<file path="config.mk">
export PLATFORM = sky130hd
export DESIGN_NAME = seg_scan_disp
export DESIGN_NICKNAME = d
export VERILOG_FILES = /design/src/rtl/seg_pkg.sv /design/src/rtl/seg_bin2bcd.sv /design/src/rtl/seg_scan_disp.sv
export SDC_FILE = /design/constraint.sdc
export NUM_CORES = 1
export LEC_CHECK = 0
export ABC_AREA = 0
export BUFFER_PORTS_ARGS = -buffer_cell sky130_fd_sc_hd__buf_2
export CAP_MARGIN = 10
export CORE_AREA = 10 10 134 136
export DETAILED_ROUTE_END_ITERATION = 7
export DIE_AREA = 0 0 144 146
export GPL_ROUTABILITY_DRIVEN = 0
export PLACE_DENSITY = 0.64
export REMOVE_ABC_BUFFERS = 1
export SLEW_MARGIN = 25
export SYNTH_ARGS = -nofsm -noshare
export SYNTH_HDL_FRONTEND = slang
export SYNTH_SLANG_ARGS = --single-unit
export TNS_END_PERCENT = 1
</file>
<file path="constraint.sdc">
create_clock -name sys_clk -period 4.01 [get_ports sys_clk]
set_input_delay 0.401 -clock sys_clk [delete_from_list [all_inputs] [get_ports sys_clk]]
set_output_delay 0.401 -clock sys_clk [all_outputs]
set_load 0.01 [all_outputs]
</file>
<file path="src/rtl/seg_pkg.sv">
// seg_pkg: segment codes, buffer symbol encoding and FSM state type for seg_scan_disp
package seg_pkg;

    localparam logic [3:0] SYM_BLANK = 4'd10;
    localparam logic [3:0] SYM_MINUS = 4'd11;

    localparam logic [6:0] SEG_BLANK = 7'h7F;
    localparam logic [6:0] SEG_MINUS = 7'h3F;

    typedef enum logic [1:0] {
        ST_IDLE   = 2'd0,
        ST_SHIFT  = 2'd1,
        ST_FORMAT = 2'd2
    } state_t;

    function automatic logic [6:0] sym2seg(input logic [3:0] s);
        case (s)
            4'd0:      return 7'h40;
            4'd1:      return 7'h79;
            4'd2:      return 7'h24;
            4'd3:      return 7'h30;
            4'd4:      return 7'h19;
            4'd5:      return 7'h12;
            4'd6:      return 7'h02;
            4'd7:      return 7'h78;
            4'd8:      return 7'h00;
            4'd9:      return 7'h10;
            SYM_MINUS: return SEG_MINUS;
            default:   return SEG_BLANK;
        endcase
    endfunction

endpackage

</file>
<file path="src/rtl/seg_bin2bcd.sv">
// seg_bin2bcd: sequential double-dabble converter, one bit per cycle after start
module seg_bin2bcd #(
    parameter int DATA_W = 20,
    parameter int BCD_N  = DATA_W / 3 + 1
) (
    input  logic                 clk,
    input  logic                 rst,
    input  logic                 start,
    input  logic [DATA_W-1:0]    bin,
    output logic                 busy,
    output logic                 done,
    output logic [BCD_N*4-1:0]   bcd
);

    localparam int CW = $clog2(DATA_W + 1);

    logic [DATA_W-1:0]  bin_q, bin_d;
    logic [BCD_N*4-1:0] bcd_q, bcd_d, adj;
    logic [CW-1:0]      cnt_q, cnt_d;
    logic               run_q, run_d;

    assign busy = run_q;
    assign done = run_q && cnt_q == CW'(DATA_W - 1);
    assign bcd  = bcd_q;

    // load on start, then per step: add 3 to every nibble >= 5 and shift {bcd,bin} left
    always_comb begin
        adj = bcd_q;
        for (int i = 0; i < BCD_N; i++)
            adj[4*i+:4] = bcd_q[4*i+:4] >= 4'd5 ? bcd_q[4*i+:4] + 4'd3 : bcd_q[4*i+:4];
        bin_d = bin_q;
        bcd_d = bcd_q;
        cnt_d = cnt_q;
        run_d = run_q;
        if (start && !run_q) begin
            bin_d = bin;
            bcd_d = '0;
            cnt_d = '0;
            run_d = 1'b1;
        end else if (run_q) begin
            {bcd_d, bin_d} = {adj, bin_q} << 1;
            cnt_d = cnt_q + 1'b1;
            run_d = !done;
        end
    end

    // converter state registers
    always_ff @(posedge clk) begin
        if (rst) begin
            bin_q <= '0;
            bcd_q <= '0;
            cnt_q <= '0;
            run_q <= 1'b0;
        end else begin
            bin_q <= bin_d;
            bcd_q <= bcd_d;
            cnt_q <= cnt_d;
            run_q <= run_d;
        end
    end

endmodule

</file>
<file path="src/rtl/seg_scan_disp.sv">
// seg_scan_disp: multiplexed 7-segment controller with BCD conversion and formatting; SEG_BLINK_EN adds per-digit blink
module seg_scan_disp
    import seg_pkg::*;
#(
    parameter int DIGITS      = 6,
    parameter int DATA_W      = 20,
    parameter int SCAN_DIV    = 50000,
    parameter int SEL_ACT_LOW = 1,
    parameter int SEG_ACT_LOW = 1
`ifdef SEG_BLINK_EN
    ,
    parameter int BLINK_DIV   = 250
`endif
) (
    input  logic              sys_clk,
    input  logic              sys_rst,
    input  logic [DATA_W-1:0] data,
    input  logic [DIGITS-1:0] point,
    input  logic              sign,
    input  logic              load,
    input  logic              en,
`ifdef SEG_BLINK_EN
    input  logic [DIGITS-1:0] blink,
`endif
    output logic              busy,
    output logic              ovf,
    output logic [DIGITS-1:0] seg_sel,
    output logic [7:0]        seg_led
);

    localparam int BCD_N = DATA_W / 3 + 1;
    localparam int NX    = DIGITS > BCD_N ? DIGITS : BCD_N;
    localparam int IW    = $clog2(DIGITS);
    localparam int PW    = $clog2(SCAN_DIV);

    state_t                  state_q, state_d;
    logic [DIGITS-1:0]       point_q, point_d;
    logic                    sign_q, sign_d;
    logic [DIGITS-1:0][3:0]  sym_q, sym_d, fmt_sym;
    logic [DIGITS-1:0]       dp_q, dp_d, fmt_dp;
    logic                    ovf_q, ovf_d, fmt_ovf, hi_ovf;
    logic [PW-1:0]           presc_q, presc_d;
    logic [IW-1:0]           idx_q, idx_d;
    logic [DIGITS-1:0]       sel_q, sel_d;
    logic [7:0]              led_q, led_d;
    logic                    start, eng_busy, eng_done, tc, blank_dig;
    logic [BCD_N*4-1:0]      bcd;
    logic [NX*4-1:0]         bcd_x;
    int                      fmt_h;

    assign start   = load && state_q == ST_IDLE && !eng_busy;
    assign busy    = state_q != ST_IDLE;
    assign ovf     = ovf_q;
    assign seg_sel = sel_q;
    assign seg_led = led_q;
    assign bcd_x   = (NX*4)'(bcd);
    assign tc      = presc_q == PW'(SCAN_DIV - 1);

    seg_bin2bcd #(
        .DATA_W (DATA_W),
        .BCD_N  (BCD_N)
    ) u_b2b (
        .clk   (sys_clk),
        .rst   (sys_rst),
        .start (start),
        .bin   (data),
        .busy  (eng_busy),
        .done  (eng_done),
        .bcd   (bcd)
    );

    // conversion sequencing and capture of point/sign alongside data
    always_comb begin
        state_d = state_q == ST_IDLE  ? (start ? ST_SHIFT : ST_IDLE) :
                  state_q == ST_SHIFT ? (eng_done ? ST_FORMAT : ST_SHIFT) : ST_IDLE;
        point_d = start ? point : point_q;
        sign_d  = start ? sign : sign_q;
    end

    // display formatting: extent, sign placement, dp and overflow from the finished BCD
    always_comb begin
        hi_ovf = 1'b0;
        for (int i = DIGITS; i < BCD_N; i++)
            hi_ovf = hi_ovf | (bcd_x[4*i+:4] != 4'd0);
        fmt_h = 0;
        for (int i = 0; i < DIGITS; i++)
            if (bcd_x[4*i+:4] != 4'd0 || point_q[i])
                fmt_h = i;
        fmt_ovf = hi_ovf || (sign_q && fmt_h == DIGITS - 1);
        for (int i = 0; i < DIGITS; i++) begin
            fmt_sym[i] = fmt_ovf ? SYM_MINUS :
                         i <= fmt_h ? bcd_x[4*i+:4] :
                         (sign_q && i == fmt_h + 1) ? SYM_MINUS : SYM_BLANK;
            fmt_dp[i]  = !fmt_ovf && i <= fmt_h && point_q[i];
        end
        sym_d = state_q == ST_FORMAT ? fmt_sym : sym_q;
        dp_d  = state_q == ST_FORMAT ? fmt_dp : dp_q;
        ovf_d = state_q == ST_FORMAT ? fmt_ovf : ovf_q;
    end

    // free-running prescaler and digit index, independent of en and busy
    always_comb begin
        presc_d = tc ? '0 : presc_q + 1'b1;
        idx_d   = tc ? (idx_q == IW'(DIGITS - 1) ? '0 : idx_q + 1'b1) : idx_q;
    end

`ifdef SEG_BLINK_EN
    localparam int BW = $clog2(BLINK_DIV + 1);

    logic [BW-1:0] bcnt_q, bcnt_d;
    logic          phase_q, phase_d, bwrap;

    assign bwrap = tc && bcnt_q == BW'(BLINK_DIV - 1);

    // blink half-period counter in scan slots; phase 1 is the off-phase
    always_comb begin
        bcnt_d    = bwrap ? '0 : tc ? bcnt_q + 1'b1 : bcnt_q;
        phase_d   = bwrap ? !phase_q : phase_q;
        blank_dig = phase_q && blink[idx_q];
    end

    // blink state registers
    always_ff @(posedge sys_clk) begin
        if (sys_rst) begin
            bcnt_q  <= '0;
            phase_q <= 1'b0;
        end else begin
            bcnt_q  <= bcnt_d;
            phase_q <= phase_d;
        end
    end
`else
    assign blank_dig = 1'b0;
`endif

    // registered pin drive: one-hot select and encoded segments, then polarity
    always_comb begin
        sel_d = (en ? DIGITS'(1) << idx_q : '0) ^ {DIGITS{SEL_ACT_LOW != 0}};
        led_d = (en && !blank_dig ? {~dp_q[idx_q], sym2seg(sym_q[idx_q])} : 8'hFF)
                ^ {8{SEG_ACT_LOW == 0}};
    end

    // all controller state registers
    always_ff @(posedge sys_clk) begin
        if (sys_rst) begin
            state_q <= ST_IDLE;
            point_q <= '0;
            sign_q  <= 1'b0;
            sym_q   <= {DIGITS{SYM_BLANK}};
            dp_q    <= '0;
            ovf_q   <= 1'b0;
            presc_q <= '0;
            idx_q   <= '0;
            sel_q   <= {DIGITS{SEL_ACT_LOW != 0}};
            led_q   <= {8{SEG_ACT_LOW != 0}};
        end else begin
            state_q <= state_d;
            point_q <= point_d;
            sign_q  <= sign_d;
            sym_q   <= sym_d;
            dp_q    <= dp_d;
            ovf_q   <= ovf_d;
            presc_q <= presc_d;
            idx_q   <= idx_d;
            sel_q   <= sel_d;
            led_q   <= led_d;
        end
    end

endmodule

</file>
* Yosys cells after proc, flatten, opt, wreduce, memory -nomap -nowiden
Memories as Yosys holds them, arrays and structs flattened. A register that Yosys moved wholly into a read port is not among the register bits. Cells that the tools add are included.
Word-level totals: register bits 127, latch bits 0, bits in writable memories 0, memory bits (read-only) 112, input bits 31, output and inout bits 16, logic and storage cells 149, memories 1
Memories:
- (name not given) | depth 16, width 7, read ports 1, clocked after memory_dff 1, write ports 0, line seg_pkg.sv:17 | case (s)
Operators by class: $add $sub $neg 11, $mul 0, divide/modulo/power cells 0, $lt $le $gt $ge 14, eq/ne operators 11, shift operators 1, multiplexer cells 44, bitwise operators 3, reductions and logical operators 45
Operators with widths (count):
- $mux 4 | 19
- $eq 3x32->1 const A | 2
- $eq 4x32->1 const A | 2
- $le 3x32->1 const A | 2
- $le 4x32->1 const A | 2
- $mux 20 | 2
- $add 32x2->32 const B | 1
- $eq 2x32->1 const A | 1
- $eq 32x4->1 const B | 1
- $le 1x32->1 const A | 1
- $le 2x32->1 const A | 1
- $logic_not 32->1 | 1
- $ge 4x3->1 const B | 7
- $add 4x2->4 const B | 6
- $reduce_bool 4->1 | 6
- $logic_and 1x1->1 | 23
- $add 16x1->16 const B | 1
- $eq 16x16->1 const B | 1
- $bmux 4 s3 | 1
- $mux 3 | 4
- $mux 1 | 11
- $mux 2 | 5
- $logic_or 1x1->1 | 6
- $mux 6 | 1
- other kinds (16) | 22

* Longest topological paths before layout
Gate-level depths: netlist of run 1.
word-level depth 13, mapped depth 11, gate-level depth less buffers 11

* Modules after synthesis
A second synthesis of run 1 with hierarchy kept.
Second synthesis, totals: cells, all modules 689, area, all modules 6030.8 um2
By module, submodules not included:
- seg_scan_disp | times used 1, cells an instance 368, area an instance 3305.7 um2, seq. area each 1461.4 um2
- seg_bin2bcd | times used 1, cells an instance 321, area an instance 2725.1 um2, seq. area each 1081.0 um2

* Worst setup path after synthesis of run 1
No wires, ideal clock.
path type reg-to-reg, from register u_b2b.bcd_q[16] (netlist: u_b2b.bcd[16]), to register sym_q[12] (netlist name), library setup time 0.086 ns, arrival 2.139 ns, required time 3.924 ns, slack 1.786 ns, cell stages (with the launch flop) 12, buffers on the path 0, clock period less this slack 2.224 ns, cells stage by stage dfxtp_1 > inv_1 > ha_1 > nor4b_1 > nand2_2 > inv_2 > nand2_1 > ha_1 > nand2b_1 > o41ai_1 > o21ai_1 > a211oi_1
On the way: word-level cells in the longest chain between the ends 10, elaborated cells on any way between the ends 14, those cells by class add/sub: 1; order compare: 1; eq/ne: 2; mux: 5; reduce/logical: 5
Ends and longest elaborated chain:
- start: declaration | line seg_bin2bcd.sv:18 | logic [BCD_N*4-1:0] bcd_q, bcd_d, adj;
- start signal: assignment | line seg_bin2bcd.sv:51 | bcd_q <= '0;
- start signal: assignment | line seg_bin2bcd.sv:56 | bcd_q <= bcd_d;
- $reduce_bool 4->1 (*) | line seg_scan_disp.sv:87 | if (bcd_x[4*i+:4] != 4'd0 || point_q[i])
- $logic_or 1x1->1 (*) | line seg_scan_disp.sv:87
- $mux 3 (*) (2 in series) | line seg_scan_disp.sv:87
- $add 32x2->32 | line seg_scan_disp.sv:93 | (sign_q && i == fmt_h + 1) ? SYM_MINUS : SYM_BLANK;
- $eq 3x32->1 | line seg_scan_disp.sv:93
- $logic_and 1x1->1 | line seg_scan_disp.sv:93
- $mux 1 | line seg_scan_disp.sv:93
- $mux 4 | line seg_scan_disp.sv:92 | i <= fmt_h ? bcd_x[4*i+:4] :
- $mux 4 (*) | line seg_scan_disp.sv:91 | fmt_sym[i] = fmt_ovf ? SYM_MINUS :
- end signal: assignment | line seg_scan_disp.sv:149 | sym_q <= {DIGITS{SYM_BLANK}};
- end signal: assignment | line seg_scan_disp.sv:160 | sym_q <= sym_d;
- end: declaration | line seg_scan_disp.sv:39 | logic [DIGITS-1:0][3:0] sym_q, sym_d, fmt_sym;
Every way passes the cells marked *; elsewhere a longest branch is shown, timed or not. A chain may end at the register's enable or synchronous reset.

* Worst setup path in the final report of run 1
from register idx_q[1], to register led_q[6] (netlist: seg_led[6])
On the way: word-level cells in the longest chain between the ends 2
Ends and longest elaborated chain:
- start: declaration | line seg_scan_disp.sv:43 | logic [IW-1:0] idx_q, idx_d;
- start signal: assignment | line seg_scan_disp.sv:164 | idx_q <= idx_d;
- $bmux 4 s3 | line seg_scan_disp.sv:139 | led_d = (en && !blank_dig ? {~dp_q[idx_q], sym2seg(sym_q[idx_q])} : 8'hFF)
- $mux 4 (implied by the code) | line seg_scan_disp.sv:139
- end: declaration | line seg_scan_disp.sv:45 | logic [7:0] led_q, led_d;
No other way between the ends. The select of a mux whose other input is x is not followed.

==> results of run 1 <==
[Yosys cell counts, types with 2 or more instances]
cell type	instances
a211oi_1	3
a211oi_2	2
a21o_1	5
a21oi_1	52
a22oi_1	13
a31oi_1	3
and2_1	2
and3_1	5
buf_1	4
buf_2	6
buf_4	3
buf_6	3
clkbuf_1	21
dfxtp_1	127
ha_1	30
inv_1	22
mux2_2	4
mux2i_1	46
nand2_1	61
nand2b_1	19
nand3_1	17
nand4_1	3
nand4b_1	2
nor2_1	101
nor2b_1	4
nor3_1	7
nor3b_1	3
nor4_1	2
nor4b_1	4
o211ai_1	5
o21ai_0	23
o22ai_1	5
o32ai_1	10
or2_2	2
or2b_1	2
or4_4	2
xnor2_1	20
xor2_1	9
[flip-flops by register name, indices dropped and copies added, names as in the netlist]
register and cells:
seg_sel 6, point_q 6, ovf 1, presc_q 16, seg_led 8, dp_q 6
idx_q 3, u_b2b.bin_q 20, state_q 2, u_b2b.cnt_q 5, u_b2b.bcd 28, sign_q 1
u_b2b.busy 1, sym_q 24
[cell families (layout without fill, tap and decap cells)]
| group | after synthesis | in the layout | synth area share |
|---|---|---|---|
| compound gates | 131 | 131 | 0.1360 |
| xor+xnor | 29 | 29 | 0.04216 |
| fa+ha+maj | 30 | 30 | 0.06231 |
| buf+inv | 61 | 107 | 0.04507 |
| flops | 127 | 127 | 0.4220 |
| mux | 52 | 52 | 0.09013 |
| simple gates | 248 | 248 | 0.2023 |
[power groups by stage]
stage,clock [mW],sequential [mW],combinational (mW)
detailed placement,0,1.34,0.210
finish,1.59,1.31,0.208
floorplan,0,1.35,0.135
global route,1.69,1.31,0.235
CTS,1.63,1.31,0.210
global placement,0,1.34,0.208
[critical path, stage by stage, from the launching register on]
cell and delay, ps:
dfxtp_1 750, mux2i_1 260, nor3_1 100, nor3_1 480, inv_1 180, ha_1 240
inv_1 70, nor2_1 50, o32ai_1 280, nand2_1 70
[layout make-up]
cell class	count	area [um^2]	share of cell area
Sequential cell	127	2544	0.3641
Timing Repair Buffer	53	280.3	0.04011
Clock inverter	5	100.1	0.01433
Tap cell	192	240.2	0.03438
Inverter	23	86.33	0.01236
Multi-Input combinational cell	490	3217	0.4604
Clock buffer	26	519.2	0.07432
[worst paths after layout]
path / endpoint / slack, ps / cells after the start
setup reg to reg: seg_led[6] / 1410 / 9
hold reg to reg: presc_q[0] / 450 / 1
setup / recovery: seg_led[6] / 1410 / 9
hold / removal: sign_q / 240 / 3
[metal layers]
metal / vias up / track usage
met4: 0 / 0.03830
met1: 2098 / 0.1665
met3: 5 / 0.05222
li1: 2418 / -
met2: 78 / 0.1827
met5: - / 0
==> metrics, run 1 <==
relative slew slack=0.4068; synth top area cells=dfxtp_1 (42%), mux2i_1 (7.6%), nor2_1 (6.3%); Worst EP arrival=2870 ps; CTS max path bufs=2; vias per inst=5.021; global-route wire length before repair=21870 um; sw frac=0.2138; num ports=47; vias in the first global route=4521; pin count of the biggest net entering global routing=92; hold_sp=sign; Worst-path clk slew=50 ps; Fmax achieved=384.5 MHz; CP max FO=17; pwr dens=445.5 nW/um^2; Final #Nets=773; CTS sink cnt=127; Final Setup Violations=0; ANT nets after route=0; worst hold-check path type=in2reg; met2 WL=5374 um; ys async rst share=0; Top Metal Used=met4; final core utilization=0.4513; Critical Path RT=4280 ps; Clk pwr share=0.512; reg-to-reg startpoint=idx_q[1]; Worst VDD drop=0.3059 mV; core area=15480 um^2; post-synth top area cell=dfxtp_1; most frequent cells in the layout=dfxtp_1 (126), nor2_1 (101), nand2_1 (61); Vias=4599; Fin. Hold Viols=0; drc violations=0; clk_lat worst skew=410 ps; syn_area_per_cell=8.886 um^2; die height=146 um; layout cells sized above 1=0.1436; TritonCTS buffer count=17; WL final=12700 um; fin cells=916; H-tree depth reported by CTS=4; fin worst setup slack=1409 ps; DIE WIDTH=144 um; EDFF count, synth=0; critical path class=reg2reg; ant diodes=0; HPWL Detailed=8640 um; RSZ-0062 raised after global routing=false; Final Instance Area=6987 um^2; Cells after Synth=678; starting density of the core=0.3891; worst slew pin tran=889.8 ps; final setup TNS=0 ps; Final Slew Violations=0; Synth cell types=64; Placed Cells=883; CTS-repair resized insts=0; Starting DRT DRC Count=202; Seq pwr share=0.421; port bufs=46; LEAKAGE=2.706 nW; DR pass1 iterations=4; root buffer cell=clkbuf_16; top_reg_cell synth=dfxtp_1; Synth top area share=0.4220; CTS tree=built; pre-CTS setup slack=1304 ps; wl on met1=6479 um; Final Power=3.113 mW; max-cap viol count=0; NetSw=665.5 uW; Worst setup SP type=register; fraction of the yosys area taken by sequential cells=0.4220; Die ar.=21020 um^2; Mapped Area=6025 um^2; final period utilization=0.6486; met3 wire length=788 um; row count=46; placed cell areas=6355 um^2; WL per Instance=13.86 um; Combinational Power Share=0.067; CTS Hold Bufs=0; CP Capture Type=register; most common cell after layout, fill and taps aside=dfxtp_1; Post-CTS Setup Bufs=0; flop and latch count out of synthesis=127; crit path time final=2601 ps; P_int=2.447 mW; initial antenna violation count=0; skew final=9.567 ps; CP startpoint=idx_q[1]; P&R area growth vs syn=15.97%; Yosys warning total=0; status=finished clean; GRT overflow=0; Tot GR Track Use=0.1263; hold slack=235.3 ps; # fillers=1472
Power figures use the tool's default switching activity.
==> inputs of run 2 (changes only) <==
==> constraint.sdc (replaced) <==
create_clock -name sys_clk -period 2.5 [get_ports sys_clk]
set_input_delay 0.25 -clock sys_clk [delete_from_list [all_inputs] [get_ports sys_clk]]
set_output_delay 0.25 -clock sys_clk [all_outputs]
set_load 0.01 [all_outputs]
==> metrics, run 2 (synthesis results as in run 1) <==
worst slew pin tran=676.1 ps; WL per Instance=13.92 um; die height=146 um; Worst setup SP type=register; worst hold-check path type=in2reg; port bufs=46; clk_lat worst skew=420 ps; DR pass1 iterations=4; vias per inst=5.084; pin count of the biggest net entering global routing=52; global-route wire length before repair=21840 um; CTS max path bufs=2; status=finished clean; Fin. Hold Viols=0; Vias=4728; drc violations=0; hold_sp=point[0]; Final Slew Violations=0; starting density of the core=0.3891; CTS tree=built; crit path time final=2309 ps; skew final=12.04 ps; CTS sink cnt=127; DIE WIDTH=144 um; Reg2Reg Depth=12; ANT nets after route=0; num ports=47; max-cap viol count=0; ant diodes=0; hold slack=75.53 ps; HPWL Detailed=9155 um; P&R area growth vs syn=17.47%; Critical Path RT=2830 ps; WL final=12940 um; core area=15480 um^2; GRT overflow=0; most frequent cells in the layout=dfxtp_1 (126), nor2_1 (101), nand2_1 (61); Worst-path clk slew=50 ps; Worst Hold Depth=3; Worst EP arrival=2640 ps; Worst VDD drop=0.4820 mV; vias in the first global route=4593; root buffer cell=clkbuf_16; Tot GR Track Use=0.1278; final period utilization=0.9235; initial antenna violation count=1; final setup TNS=0 ps; CP max FO=6; H-tree depth reported by CTS=4; most common cell after layout, fill and taps aside=dfxtp_1; Die ar.=21020 um^2; relative slew slack=0.5451; Starting DRT DRC Count=211; CP Capture Type=register; pwr dens=683.7 nW/um^2; critical path class=reg2reg; CP startpoint=u_b2b.bcd[17]; Fmax achieved=433.1 MHz; number of flip-flops in the largest register=28; LEAKAGE=2.767 nW; TritonCTS buffer count=17; row count=46; Final Setup Violations=0; Final #Nets=788; layout cells sized above 1=0.1667; reg-to-reg startpoint=u_b2b.bcd[17]
## run 2: changes by cell type in the layout (fill, tap and decap cells not counted), sizes merged
cell,delta
buf,+17
bufinv,-2
clkbuf,-3
clkinv,+1
clkinvlp,+1
## run 2: worst paths after layout
| path | endpoint | slack (ps) |
|---|---|---|
| worst min register to register | presc_q[0] | 440 |
| worst max register to register | sym_q[12] | 190 |
| worst min-delay path | point_q[0] | 80 |
| worst max-delay path | sym_q[12] | 190 |
## run 2: repair_timing
action                     CTS  global route
resized for setup            0             4
setup endpoints to repair    0             2
hold buffers                 0             0
buffers inserted             0             1
## run 2: through the flow
stage | instances | power, mW | setup WS (ps) | instance area (um^2) | util
final | 930 | 4.839 | 191.2 | 7077 | 0.4571
after global routing | 930 | 5.032 | -22.76 | 7077 | 0.4571
after detailed placement | 899 | 2.496 | 105.9 | 6475 | 0.4182
after floorplan | 640 | 2.376 | -556.7 | 5839 | -
after CTS | 929 | 4.888 | 47.16 | 7053 | 0.4556
after global placement | 899 | 2.493 | 160.8 | 6475 | 0.4182
## run 2: routing by layer
layer  GRT usage  part of all wire  up-vias  wire length (um)
li1            -                 -     2442                 -
met4     0.05312             0.016        0               210
met5           0                 0        -                 0
met2      0.1887              0.43       97              5563
met3     0.04634             0.063       16               821
met1      0.1636              0.49     2173              6349
## run 2: area by class of cell
class | count | area (um^2)
Multi-Input combinational cell | 490 | 3231
Clock inverter | 5 | 52.55
Fill cell | 1496 | 8406
Clock buffer | 25 | 525.5
Timing Repair Buffer | 68 | 395.4
Sequential cell | 127 | 2544
Tap cell | 192 | 240.2
Inverter | 23 | 88.84
## run 2: where the power goes
group          leakage, nW  internal (mW)  switching, mW
Sequential            1.03           2.07         0.0402
Clock                0.287           1.53          0.844
Combinational         1.45          0.151          0.199
## run 2: worst max-delay path, stage by stage (launching register included)
cell	delay, ps
dfxtp_1	340
inv_1	110
ha_1	160
nor4b_2	190
buf_4	150
nand2_2	90
inv_4	110
nand2_1	60
ha_1	280
nand2b_1	190
o41ai_2	200
o21ai_1	100
a211oi_1	230
==> inputs of run 3 (changes only) <==
==> constraint.sdc (replaced) <==
create_clock -name sys_clk -period 2.4 [get_ports sys_clk]
set_input_delay 0.24 -clock sys_clk [delete_from_list [all_inputs] [get_ports sys_clk]]
set_output_delay 0.24 -clock sys_clk [all_outputs]
set_load 0.01 [all_outputs]
==> metrics, run 3 (synthesis results as in run 1) <==
status=finished clean; root buffer cell=clkbuf_16; Worst VDD drop=0.4966 mV; placed cell areas=6555 um^2; ant diodes=0; CTS max path bufs=2; Post-CTS Setup Bufs=0; Final Instance Area=7154 um^2; P&R area growth vs syn=18.75%; WL final=13140 um; critical path class=reg2reg; Worst Hold Depth=3; most common cell after layout, fill and taps aside=dfxtp_1; relative slew slack=0.5683; Worst setup SP type=register; LEAKAGE=2.815 nW; reg-to-reg startpoint=u_b2b.bcd[16]; starting density of the core=0.3891; Final Slew Violations=0; # fillers=1480; max-cap viol count=0; CP Capture Type=register; Worst-path clk slew=60 ps; hold_sp=sign; Final Power=5.122 mW; TritonCTS buffer count=17; row count=46; global-route wire length before repair=22120 um; final core utilization=0.4621; Hold EP=sign_q; die height=146 um; Storage cell area=2545 um^2; port bufs=46; R2R setup slack=150 ps; ANT nets after route=0; initial antenna violation count=0; CP max FO=6; vias in the first global route=4606; FF-to-FF End=sym_q[12]; drc violations=0; Vias=4741; pin count of the biggest net entering global routing=92; HPWL Detailed=9255 um; num ports=47; layout cells sized above 1=0.1727; Final Setup Violations=0; RSZ-0062 raised after global routing=false; CTS sink cnt=127; core area=15480 um^2; DR pass1 iterations=7; Critical Path RT=2730 ps; GRT overflow=0; final period utilization=0.9371; Fmax achieved=444.6 MHz; number of flip-flops in the largest register=28; worst hold-check path type=in2reg; Die ar.=21020 um^2; clk_lat worst skew=410 ps; Tot GR Track Use=0.1296; H-tree depth reported by CTS=4; Reg2Reg Depth=12; crit path time final=2249 ps; worst slew pin tran=641.6 ps; CTS tree=built; WL per Instance=13.99 um; DIE WIDTH=144 um; skew final=6.513 ps; vias per inst=5.049; Starting DRT DRC Count=201; Final #Nets=796; Fin. Hold Viols=0; pwr dens=715.9 nW/um^2; most frequent cells in the layout=dfxtp_1 (125), nor2_1 (101), nand2_1 (61); multi-input combinational cell area=3231 um^2; Worst EP arrival=2580 ps
## run 3: cell types whose count changed in the layout (fill, tap and decap cells not counted), sizes merged
cell	delta
clkbuf	-1
bufinv	+2
buf	+8
clkinvlp	-1
clkinv	+1
## run 3: cell type report
| class | count | area share |
|---|---|---|
| multi-input combinational | 490 | 0.4516 |
| sequential | 127 | 0.3557 |
| clock buffer | 24 | 0.06593 |
| timing repair buffer | 76 | 0.06541 |
| tap | 192 | 0.03358 |
| clock inverter | 7 | 0.01539 |
| inverter | 23 | 0.01242 |
## run 3: critical path, stage by stage (launching register included)
cell and delay, ps:
dfxtp_1 310, inv_1 110, ha_1 150, nor4b_2 180
buf_4 160, nand2_2 90, inv_4 100, nand2_1 60
ha_1 280, nand2b_1 190, o41ai_2 200, o21ai_1 100
a211oi_1 230
## run 3: per-stage QoR
step	worst slack [ps]	TNS [ps]	instances	hold WS (ps)
after floorplan	-656.7	-19740	640	304.6
after CTS	59.81	0	939	52.50
final	150.9	0	939	72.47
after global routing	10.10	0	939	71.18
after global placement	125.7	0	908	430.8
after detailed placement	83.08	0	908	441.5
## run 3: worst max path at each step
stage / start / cells past startpoint / endpoint
final: u_b2b.bcd[16] / 12 / sym_q[12]
after global routing: u_b2b.bcd[21] / 11 / sym_q[12]
after CTS: u_b2b.bcd[16] / 12 / sym_q[12]
after detailed placement: u_b2b.bcd[16] / 12 / sym_q[12]
after global placement: u_b2b.bcd[16] / 12 / sym_q[12]
after floorplan: u_b2b.busy / 3 / u_b2b.bcd[12]
## run 3: power by group
group,switching (mW),total (mW),internal [mW]
registers,0.0336,2.19,2.16
logic,0.220,0.382,0.161
clock network,0.876,2.55,1.67
## run 3: timing repair
action | 4_1_cts | 5_1_grt
endpoints found under the setup margin | 0 | 3
hold buffers | 0 | 0
gates resized for setup | 0 | 5
## run 3: per-layer routing
| layer | global-route usage | share of wire |
|---|---|---|
| met1 | 0.1712 | 0.49 |
| met5 | 0 | 0 |
| met2 | 0.1892 | 0.44 |
| met3 | 0.04602 | 0.060 |
| met4 | 0.04648 | 0.0095 |
